[src/rtl/ext_mem_arbiter.sv]
// ext_mem_arbiter
// Shares the single SPI external-memory controller between the data port (D,
// load/store) and the fetch port (I). One controller transaction at a time,
// one-cycle ack per completed access, watchdog abort for hung transfers.
//
// Build option: define MEM_ARB_RR_EN to replace fixed D-over-I priority on
// ties with round robin driven by a 1-bit last-grant register.
//
// state | meaning
// IDLE  | no transaction; sample requests and pick a winner
// ISSUE | first cycle of mem_req; watchdog cleared
// WAIT  | mem_req held; waiting for mem_ready or the watchdog limit
// DONE  | ack pulse to the granted port with rdata/err valid

module ext_mem_arbiter #(
  parameter int ADDR_W  = 32,
  parameter int DATA_W  = 32,
  parameter int TIMEOUT = 1024
) (
  input  logic              CLK,
  input  logic              reset,

  input  logic              d_req,
  input  logic              d_we,
  input  logic [ADDR_W-1:0] d_addr,
  input  logic [DATA_W-1:0] d_wdata,
  output logic              d_ack,

  input  logic              i_req,
  input  logic [ADDR_W-1:0] i_addr,
  output logic              i_ack,

  output logic [DATA_W-1:0] rdata,
  output logic              err,

  output logic              mem_req,
  output logic              mem_we,
  output logic [ADDR_W-1:0] mem_addr,
  output logic [DATA_W-1:0] mem_wdata,
  input  logic [DATA_W-1:0] mem_rdata,
  input  logic              mem_ready,
  output logic              mem_abort,

  output logic              busy
);

  localparam logic [1:0] IDLE  = 2'd0;
  localparam logic [1:0] ISSUE = 2'd1;
  localparam logic [1:0] WAIT  = 2'd2;
  localparam logic [1:0] DONE  = 2'd3;

  // A zero TIMEOUT disables the watchdog; keep a 1-bit counter so the
  // declarations stay legal in that build.
  localparam bit                WD_EN    = (TIMEOUT != 0);
  localparam int                CNT_W    = (TIMEOUT > 0) ? $clog2(TIMEOUT + 1) : 1;
  localparam logic [CNT_W-1:0]  CNT_LAST = CNT_W'(WD_EN ? TIMEOUT - 1 : 0);
  localparam logic [CNT_W-1:0]  CNT_MAX  = '1;

  logic [1:0]        state;
  logic [CNT_W-1:0]  wd_cnt;
  logic              grant_d;     // 1: current transaction belongs to the data port

  logic [DATA_W-1:0] rdata_q;
  logic              err_q;
  logic              mem_we_q;
  logic [ADDR_W-1:0] mem_addr_q;
  logic [DATA_W-1:0] mem_wdata_q;
  logic              mem_abort_q;

  logic              any_req;
  logic              tie_to_d;
  logic              pick_d;
  logic [ADDR_W-1:0] pick_addr;
  logic              pick_mmio;

  assign any_req = d_req | i_req;

`ifdef MEM_ARB_RR_EN
  logic last_grant_d;             // 1: last grant went to D; reset value means I

  // Remember the last winner (MMIO rejects included) so ties alternate
  always_ff @(posedge CLK) begin
    if (!reset) begin
      last_grant_d <= 1'b0;
    end else if (state == IDLE && any_req) begin
      last_grant_d <= pick_d;
    end
  end

  assign tie_to_d = ~last_grant_d;
`else
  assign tie_to_d = 1'b1;
`endif

  // Winner selection: a lone request always wins, ties follow the tie rule
  always_comb begin
    pick_d = d_req;
    if (d_req && i_req) begin
      pick_d = tie_to_d;
    end
  end

  assign pick_addr = pick_d ? d_addr : i_addr;
  assign pick_mmio = pick_addr[ADDR_W-1];

  // Sequencing FSM with watchdog and result registers
  always_ff @(posedge CLK) begin
    if (!reset) begin
      state       <= IDLE;
      wd_cnt      <= '0;
      grant_d     <= 1'b0;
      rdata_q     <= '0;
      err_q       <= 1'b0;
      mem_we_q    <= 1'b0;
      mem_addr_q  <= '0;
      mem_wdata_q <= '0;
      mem_abort_q <= 1'b0;
    end else begin
      mem_abort_q <= 1'b0;
      case (state)
        IDLE: begin
          if (any_req) begin
            grant_d <= pick_d;
            if (pick_mmio) begin
              // MMIO space is not behind this controller; reject without a transfer
              rdata_q <= '0;
              err_q   <= 1'b1;
              state   <= DONE;
            end else begin
              mem_we_q    <= pick_d & d_we;
              mem_addr_q  <= pick_addr;
              mem_wdata_q <= pick_d ? d_wdata : '0;
              state       <= ISSUE;
            end
          end
        end
        ISSUE: begin
          wd_cnt <= '0;
          state  <= WAIT;
        end
        WAIT: begin
          if (mem_ready) begin
            rdata_q <= mem_rdata;
            err_q   <= 1'b0;
            state   <= DONE;
          end else if (WD_EN && (wd_cnt == CNT_LAST)) begin
            mem_abort_q <= 1'b1;
            rdata_q     <= '0;
            err_q       <= 1'b1;
            state       <= DONE;
          end else if (wd_cnt != CNT_MAX) begin
            wd_cnt <= wd_cnt + 1'b1;
          end
        end
        DONE: begin
          err_q <= 1'b0;
          state <= IDLE;
        end
        default: state <= IDLE;
      endcase
    end
  end

  assign d_ack     = (state == DONE) &&  grant_d;
  assign i_ack     = (state == DONE) && !grant_d;
  assign rdata     = rdata_q;
  assign err       = err_q;
  assign mem_req   = (state == ISSUE) || (state == WAIT);
  assign mem_we    = mem_we_q;
  assign mem_addr  = mem_addr_q;
  assign mem_wdata = mem_wdata_q;
  assign mem_abort = mem_abort_q;
  assign busy      = (state != IDLE);

endmodule

[config.mk]
export PLATFORM = sky130hd
export DESIGN_NAME = ext_mem_arbiter
export DESIGN_NICKNAME = d
export VERILOG_FILES = /design/src/rtl/ext_mem_arbiter.sv
export SDC_FILE = /design/constraint.sdc
export NUM_CORES = 1
export LEC_CHECK = 0
export CORE_MARGIN = 3
export CORE_UTILIZATION = 40
export DETAILED_ROUTE_END_ITERATION = 8
export MAX_ROUTING_LAYER = met4
export PLACE_DENSITY = 0.81
export SYNTH_ARGS = -nofsm -noshare
export SYNTH_HDL_FRONTEND = slang
export SYNTH_SLANG_ARGS = --single-unit
[constraint.sdc]
create_clock -name CLK -period 2.7 [get_ports CLK]
set_input_delay 0.405 -clock CLK [delete_from_list [all_inputs] [get_ports CLK]]
set_output_delay 0.405 -clock CLK [all_outputs]
set_load 0.02 [all_outputs]
== Yosys cells after proc, flatten, opt, wreduce, memory -nomap -nowiden ==
Index checks and enable logic that the tools add are counted.
Operators by class
  reductions and logical operators: 17
  $mul: 0
  equal/unequal tests: 11
  $lt $le $gt $ge: 0
  divide/modulo/power cells: 0
  multiplexer cells: 23
  bitwise operators: 5
  add/sub/neg operators: 1
  shift-type cells: 0
Operator list (count)
  32-bit two-way mux: 6
  32-bit case mux with 2 select lines: 1
  11-bit two-way mux: 3
  11-bit case mux with 2 select lines: 1
  4-bit AND reduction: 3
  11-bit by 1-bit adder with 11-bit output, second input constant: 1
  11-bit by 10-bit == test with 1-bit output, second input constant: 1
  11-bit != test, second input constant: 1
  2-bit != test, second input constant: 5
  2-bit two-way mux: 4
  2-bit case mux with 4 select lines: 1
  1-bit two-way mux: 6
  2-bit nonzero test: 3
  2-bit == test, second input constant: 2
  2-bit AND reduction: 2
  1-bit logical AND: 3
  3-bit != test, second input constant: 1
  1-bit NOT: 3
  1-bit case mux with 3 select lines: 1
  3-bit AND reduction: 1
  3-bit nonzero test: 1
  3-bit OR reduction: 1
  2-bit by 1-bit == test with 1-bit output, second input constant: 1
  2-bit zero test: 1
  other kinds (4): 4
Storage, ports and cells
  memory bits (writable): 0
  memories: 0
  flip-flop bits (word level): 112
  output and inout bits: 103
  ROM bits: 0
  latch bits: 0

== Longest topological paths before layout ==
  word-level depth: 6
  depth in mapped cells: 8
  depth with buffers taken out: 6

== Worst setup path after synthesis ==
OpenSTA, ideal clock, no wires.
  kind: register -> register
  start point: register state[0]
  end point: register rdata_q[10], in the netlist rdata[10]
  arrival time: 1.971 ns
  buffers on the path: 1
  clock period less this slack: 2.043 ns
  data required time: 2.628 ns
  setup slack: 0.657 ns
  cell stages (with the launch flop): 8
  library setup time: 0.072 ns
  cell sequence: dfxtp_1 inv_1 ha_1 inv_1 nor3_1 a2111oi_4 buf_6 mux2i_1
On the way
  word-level cells in the longest chain between the ends: 3
  elaborated cells between the ends (all ways): 8
  those cells by class: 4 x eq/ne; 1 x mux; 3 x reduce/logical
Ends and longest elaborated chain
  start: declaration: line 59  | logic [1:0] state;
  start signal: assignment: line 109  | state <= IDLE;
  start signal: assignment: line 128  | state <= DONE;
  start signal: assignment: line 133  | state <= ISSUE;
  2-bit == test or 2-bit zero test (tied branches): line 120  | case (state)
  3-bit != test (no line), or another cell as far along
  4-bit AND reduction (no line)
  end signal: assignment: line 143  | rdata_q <= mem_rdata;
  end: declaration: line 63  | logic [DATA_W-1:0] rdata_q;
Several ways; a longest one is shown, not always the timed one.
A chain may end at the register's enable or synchronous reset.

== Worst setup path in the final report ==
  start point: register state[0]
  end point: output busy
On the way
  word-level cells in the longest chain between the ends: 1
Ends and longest elaborated chain
  2-bit nonzero test: line 173  | assign busy = (state != IDLE);
  end: declaration: line 44  | output logic busy
No other way between the ends.

==> results.txt <==
----------------------------------------------------
[Worst setup path]
  Number of buffers and inverters on the critical path ... 3
  Arrival time of data at the critical path endpoint ... 2.07 ns
  Most prevalent standard cell on the critical path ... sky130_fd_sc_hd__inv_1
  Worst Reg-to-Reg Cells ... 5
  Critical path launch point type ... register
  Slowest stage delay, CP ... 0.69 ns
  Register-to-Register Setup Slack ... 0.40 ns
  RR Endpoint ... wd_cnt[8]$_SDFFE_PN0P_
  Critical path's top delay family ... buffers and inverters
  Data required time of the worst path ... 2.30 ns
  Ordered cell list for the critical path ... inv_1 -> ha_1 -> inv_1 -> clkdlybuf4s50_1
  CP Max Fanout ... 7
  Launch instance of the worst register-to-register path ... wd_cnt[0]$_SDFFE_PN0P_
  Critical path's slowest cell ... sky130_fd_sc_hd__clkdlybuf4s50_1
  Critical Path Sink Type ... output pin
  Setup CP Type ... register to output pin
  Worst path depth ... 4

[Clock tree]
  Hold Buf Count CTS ... 0
  # Post-CTS Setup Buffers ... 0
  Number of levels the H-tree was split into ... 3
  Clock-pin transition on the worst setup and hold timing paths ... 0.07 ns
  Deepest clock path buffer count ... 2
  TritonCTS Sinks ... 112
  Resize count post-CTS ... 0
  Clock tree root driver cell ... sky130_fd_sc_hd__clkbuf_16
  CTS buffer count ... 9
  Latest clock arrival within the worst-skew pair ... 0.34 ns
  Clock tree from TritonCTS ... done

[Synthesis]
  Synthesized flop and latch total ... 112
  Post-synthesis compound-gate area fraction ... 15.0%
  Post-synthesis instance area ... 4700 um^2
  Gate count of the mapped netlist ... 503
  Number of synthesized flops with an enable pin ... 0
  Dominant combinational cell family by area after synthesis ... simple AND/OR/NAND/NOR gates
  Mean instance size in the synthesized netlist ... 9.34 um^2
  Cell types with the largest area share after synthesis ... sky130_fd_sc_hd__dfxtp_1, sky130_fd_sc_hd__mux2i_1, sky130_fd_sc_hd__nand2_1
  Post-synth ARST share ... 0%
  Area share of the largest cell type after synthesis ... 47.7%
  Cell type with the largest total area after synthesis ... sky130_fd_sc_hd__dfxtp_1
  Post-synthesis cell type count ... 48
  Count of synthesis-stage warnings from yosys ... 0
  Xor and xnor fraction of the mapped netlist area ... 0%
  Mux cell area share after synthesis ... 14.4%
  Top FF cell, synth ... sky130_fd_sc_hd__dfxtp_1
  Fraction of the yosys area taken by sequential cells ... 47.7%
  Simple-gate area share of the yosys netlist ... 16.7%
  Post-Syn Nets ... 643
  Share of synthesized cell area in full adder, half adder and majority cells ... 1.60%

[STA]
  Total count of hold-check failures in the final report ... 0
  Max-slew violations ... 0
  Final setup fails ... 0
  Setup_tns ... 0 ns
  Maximum achievable frequency ... 0.404 GHz
  Relative slew margins ... 15.4%
  Final critical delay including setup and external delays ... 2.47 ns
  Hold Slack ... 0.436 ns
  Ratio of final minimum period to clock period ... 91.6%
  Post-Route Skew ... 0.00701 ns
  Crit path setup slack, layout ... 0.227 ns
  Measured slew at the worst slew-check pin ... 1.27 ns
  Unrepaired setup endpoints after global routing ... false

[Place]
  Post-placement cell count ... 846
  Detail Placement HPWL ... 10.2 mm
  # port buffers ... 235
  Post-placement worst setup slack ... 0.388 ns
  Final GP Congestion ... 0.818

[Cells and area]
  Net total in the final layout ... 857
  Fraction of layout cells with a size suffix above 1 ... 5.40%
  Total of fill cells in the finished design ... 851
  Commonest non-fill, non-tap cells in the layout ... sky130_fd_sc_hd__clkdlybuf4s50_1, sky130_fd_sc_hd__dfxtp_1, sky130_fd_sc_hd__nand2_1
  Leading cell type in the layout, fill and taps excluded ... sky130_fd_sc_hd__clkdlybuf4s50_1
  Area growth from synthesis to layout ... 57.8%
  Final Instance Count excl. Fillers ... 863

[Power]
  Post-route total power ... 5480 uW
  Maximum vdd drop ... 460 uV
  Power density normalized to cell area ... 739 nW/um^2
  Pleak ... 0.00277 uW

[Min path]
  Origin of the worst min-delay path ... d_req
  Hold worst-path end ... grant_d$_SDFFE_PN0P_
  Path class of the lowest-slack min-delay path ... input port to register
  Number of stages on the worst hold path ... 3

[Floorplanning]
  Die height ... 114 um
  Die area ... 13,100 um^2
  Rows ... 38
  Die boundary width ... 114 um
  Area of the core ... 11,200 um^2
  Count of boundary I/O pins ... 237
  Initial core utilization ... 42.0%

[Global routing]
  All-layer global routing usage ... 20.9%
  GR Overflow Total ... 0
  Vias in the first global route ... 4,447
  Pin count of the biggest net entering global routing ... 74
  First-pass GRT wire length ... 21.6 mm
  Number of antenna violations at the first check in global routing ... 1

[Detailed routing]
  Routed via count divided by cell count ... 5.22
  Violation count after the first detailed-route iteration ... 307
  Antenna Violating Nets Remaining ... 0
  Routed WL per cell ... 15.7 um
  Final routed wirelength across all metal layers ... 13.5 mm
  Final routed DRC violation total ... 0
  Total iterations of the first detailed-routing run ... 5
  Via count ... 4,505

[Status]
  Status ... complete, no violations

[Run]
  Number of maximum-capacitance violations ... 0

----------------------------------------------------
cell type report:
cell class / instances / area (um^2) / share of cell area (%)
flip-flops and latches: 112 / 2240 / 30.3
diodes: 1 / 2.50 / 0.0338
well taps: 140 / 175 / 2.36
inverters: 5 / 18.8 / 0.253
clock buffers: 10 / 239 / 3.23
repair buffers: 244 / 2440 / 32.9
multi-input cells: 345 / 2250 / 30.3
clock inverters: 6 / 42.5 / 0.574
per-layer routing:
| layer | vias up | track usage [%] | share of wire, % |
|---|---|---|---|
| li1 | 2198 | - | - |
| met1 | 2083 | 25.1 | 41 |
| met2 | 202 | 34.0 | 48 |
| met3 | 22 | 5.44 | 8.6 |
| met4 | 0 | 7.68 | 2.1 |
| met5 | - | - | 0 |
worst min-delay path, cell delays in order:
cell                      delay [ns]
sky130_fd_sc_hd__buf_2          0.14
sky130_fd_sc_hd__nand2_1        0.11
sky130_fd_sc_hd__a21oi_1        0.07
synth_stat cells (4+ instances only):
library cell and n:
sky130_fd_sc_hd__nor3_1 4, sky130_fd_sc_hd__and3_1 4, sky130_fd_sc_hd__clkbuf_1 29, sky130_fd_sc_hd__inv_1 5, sky130_fd_sc_hd__a211oi_1 32, sky130_fd_sc_hd__mux2i_1 66
sky130_fd_sc_hd__o21ai_0 5, sky130_fd_sc_hd__nand2_1 78, sky130_fd_sc_hd__ha_1 6, sky130_fd_sc_hd__a22oi_1 34, sky130_fd_sc_hd__dfxtp_1 112, sky130_fd_sc_hd__nor2_1 68
sky130_fd_sc_hd__buf_2 5, sky130_fd_sc_hd__a21oi_1 5, sky130_fd_sc_hd__nand3_1 5
registers in the layout (all words and copies together), names as in the netlist:
register,count
mem_wdata,32
rdata,32
mem_addr,31
wd_cnt,11
state,2
err,1
grant_d,1
mem_abort,1
mem_we,1
where the power goes:
group          leakage [uW]  total [uW]  internal [uW]  switching (uW)
clock              0.000135        1260            655             603
combinational       0.00173        2210           1050            1160
sequential         0.000912        2010           1880             127
logic make-up after synthesis:
| logic type | after synthesis |
|---|---|
| AND/OR/NAND/NOR | 179 |
| flip-flops | 112 |
| AO/OA/AOI/OAI | 92 |
| multiplexers | 67 |
| buffers and inverters | 46 |
| adder cells (fa/ha/maj) | 6 |
| other | 1 |
worst max-delay path by stage:
stage / start / endpoint / slack (ns)
floorplan: state[0]$_SDFFE_PN0P_ / rdata[10]$_SDFFE_PN0P_ / 0.66
global placement: d_addr[31] / mem_wdata[2]$_SDFFE_PN0P_ / 0.45
detailed placement: d_addr[31] / mem_wdata[12]$_SDFFE_PN0P_ / 0.39
CTS: state[0]$_SDFFE_PN0P_ / busy / 0.21
global route: state[0]$_SDFFE_PN0P_ / busy / 0.14
finish: state[0]$_SDFFE_PN0P_ / busy / 0.23
metrics by stage:
step	instance area, um^2	utilization, %
2_1_floorplan	4700	-
3_3_place_gp	7120	63.8
3_5_place_dp	7120	63.8
4_1_cts	7410	66.3
5_1_grt	7410	66.3
6_report	7410	66.3
Power figures use the tool's default switching activity.
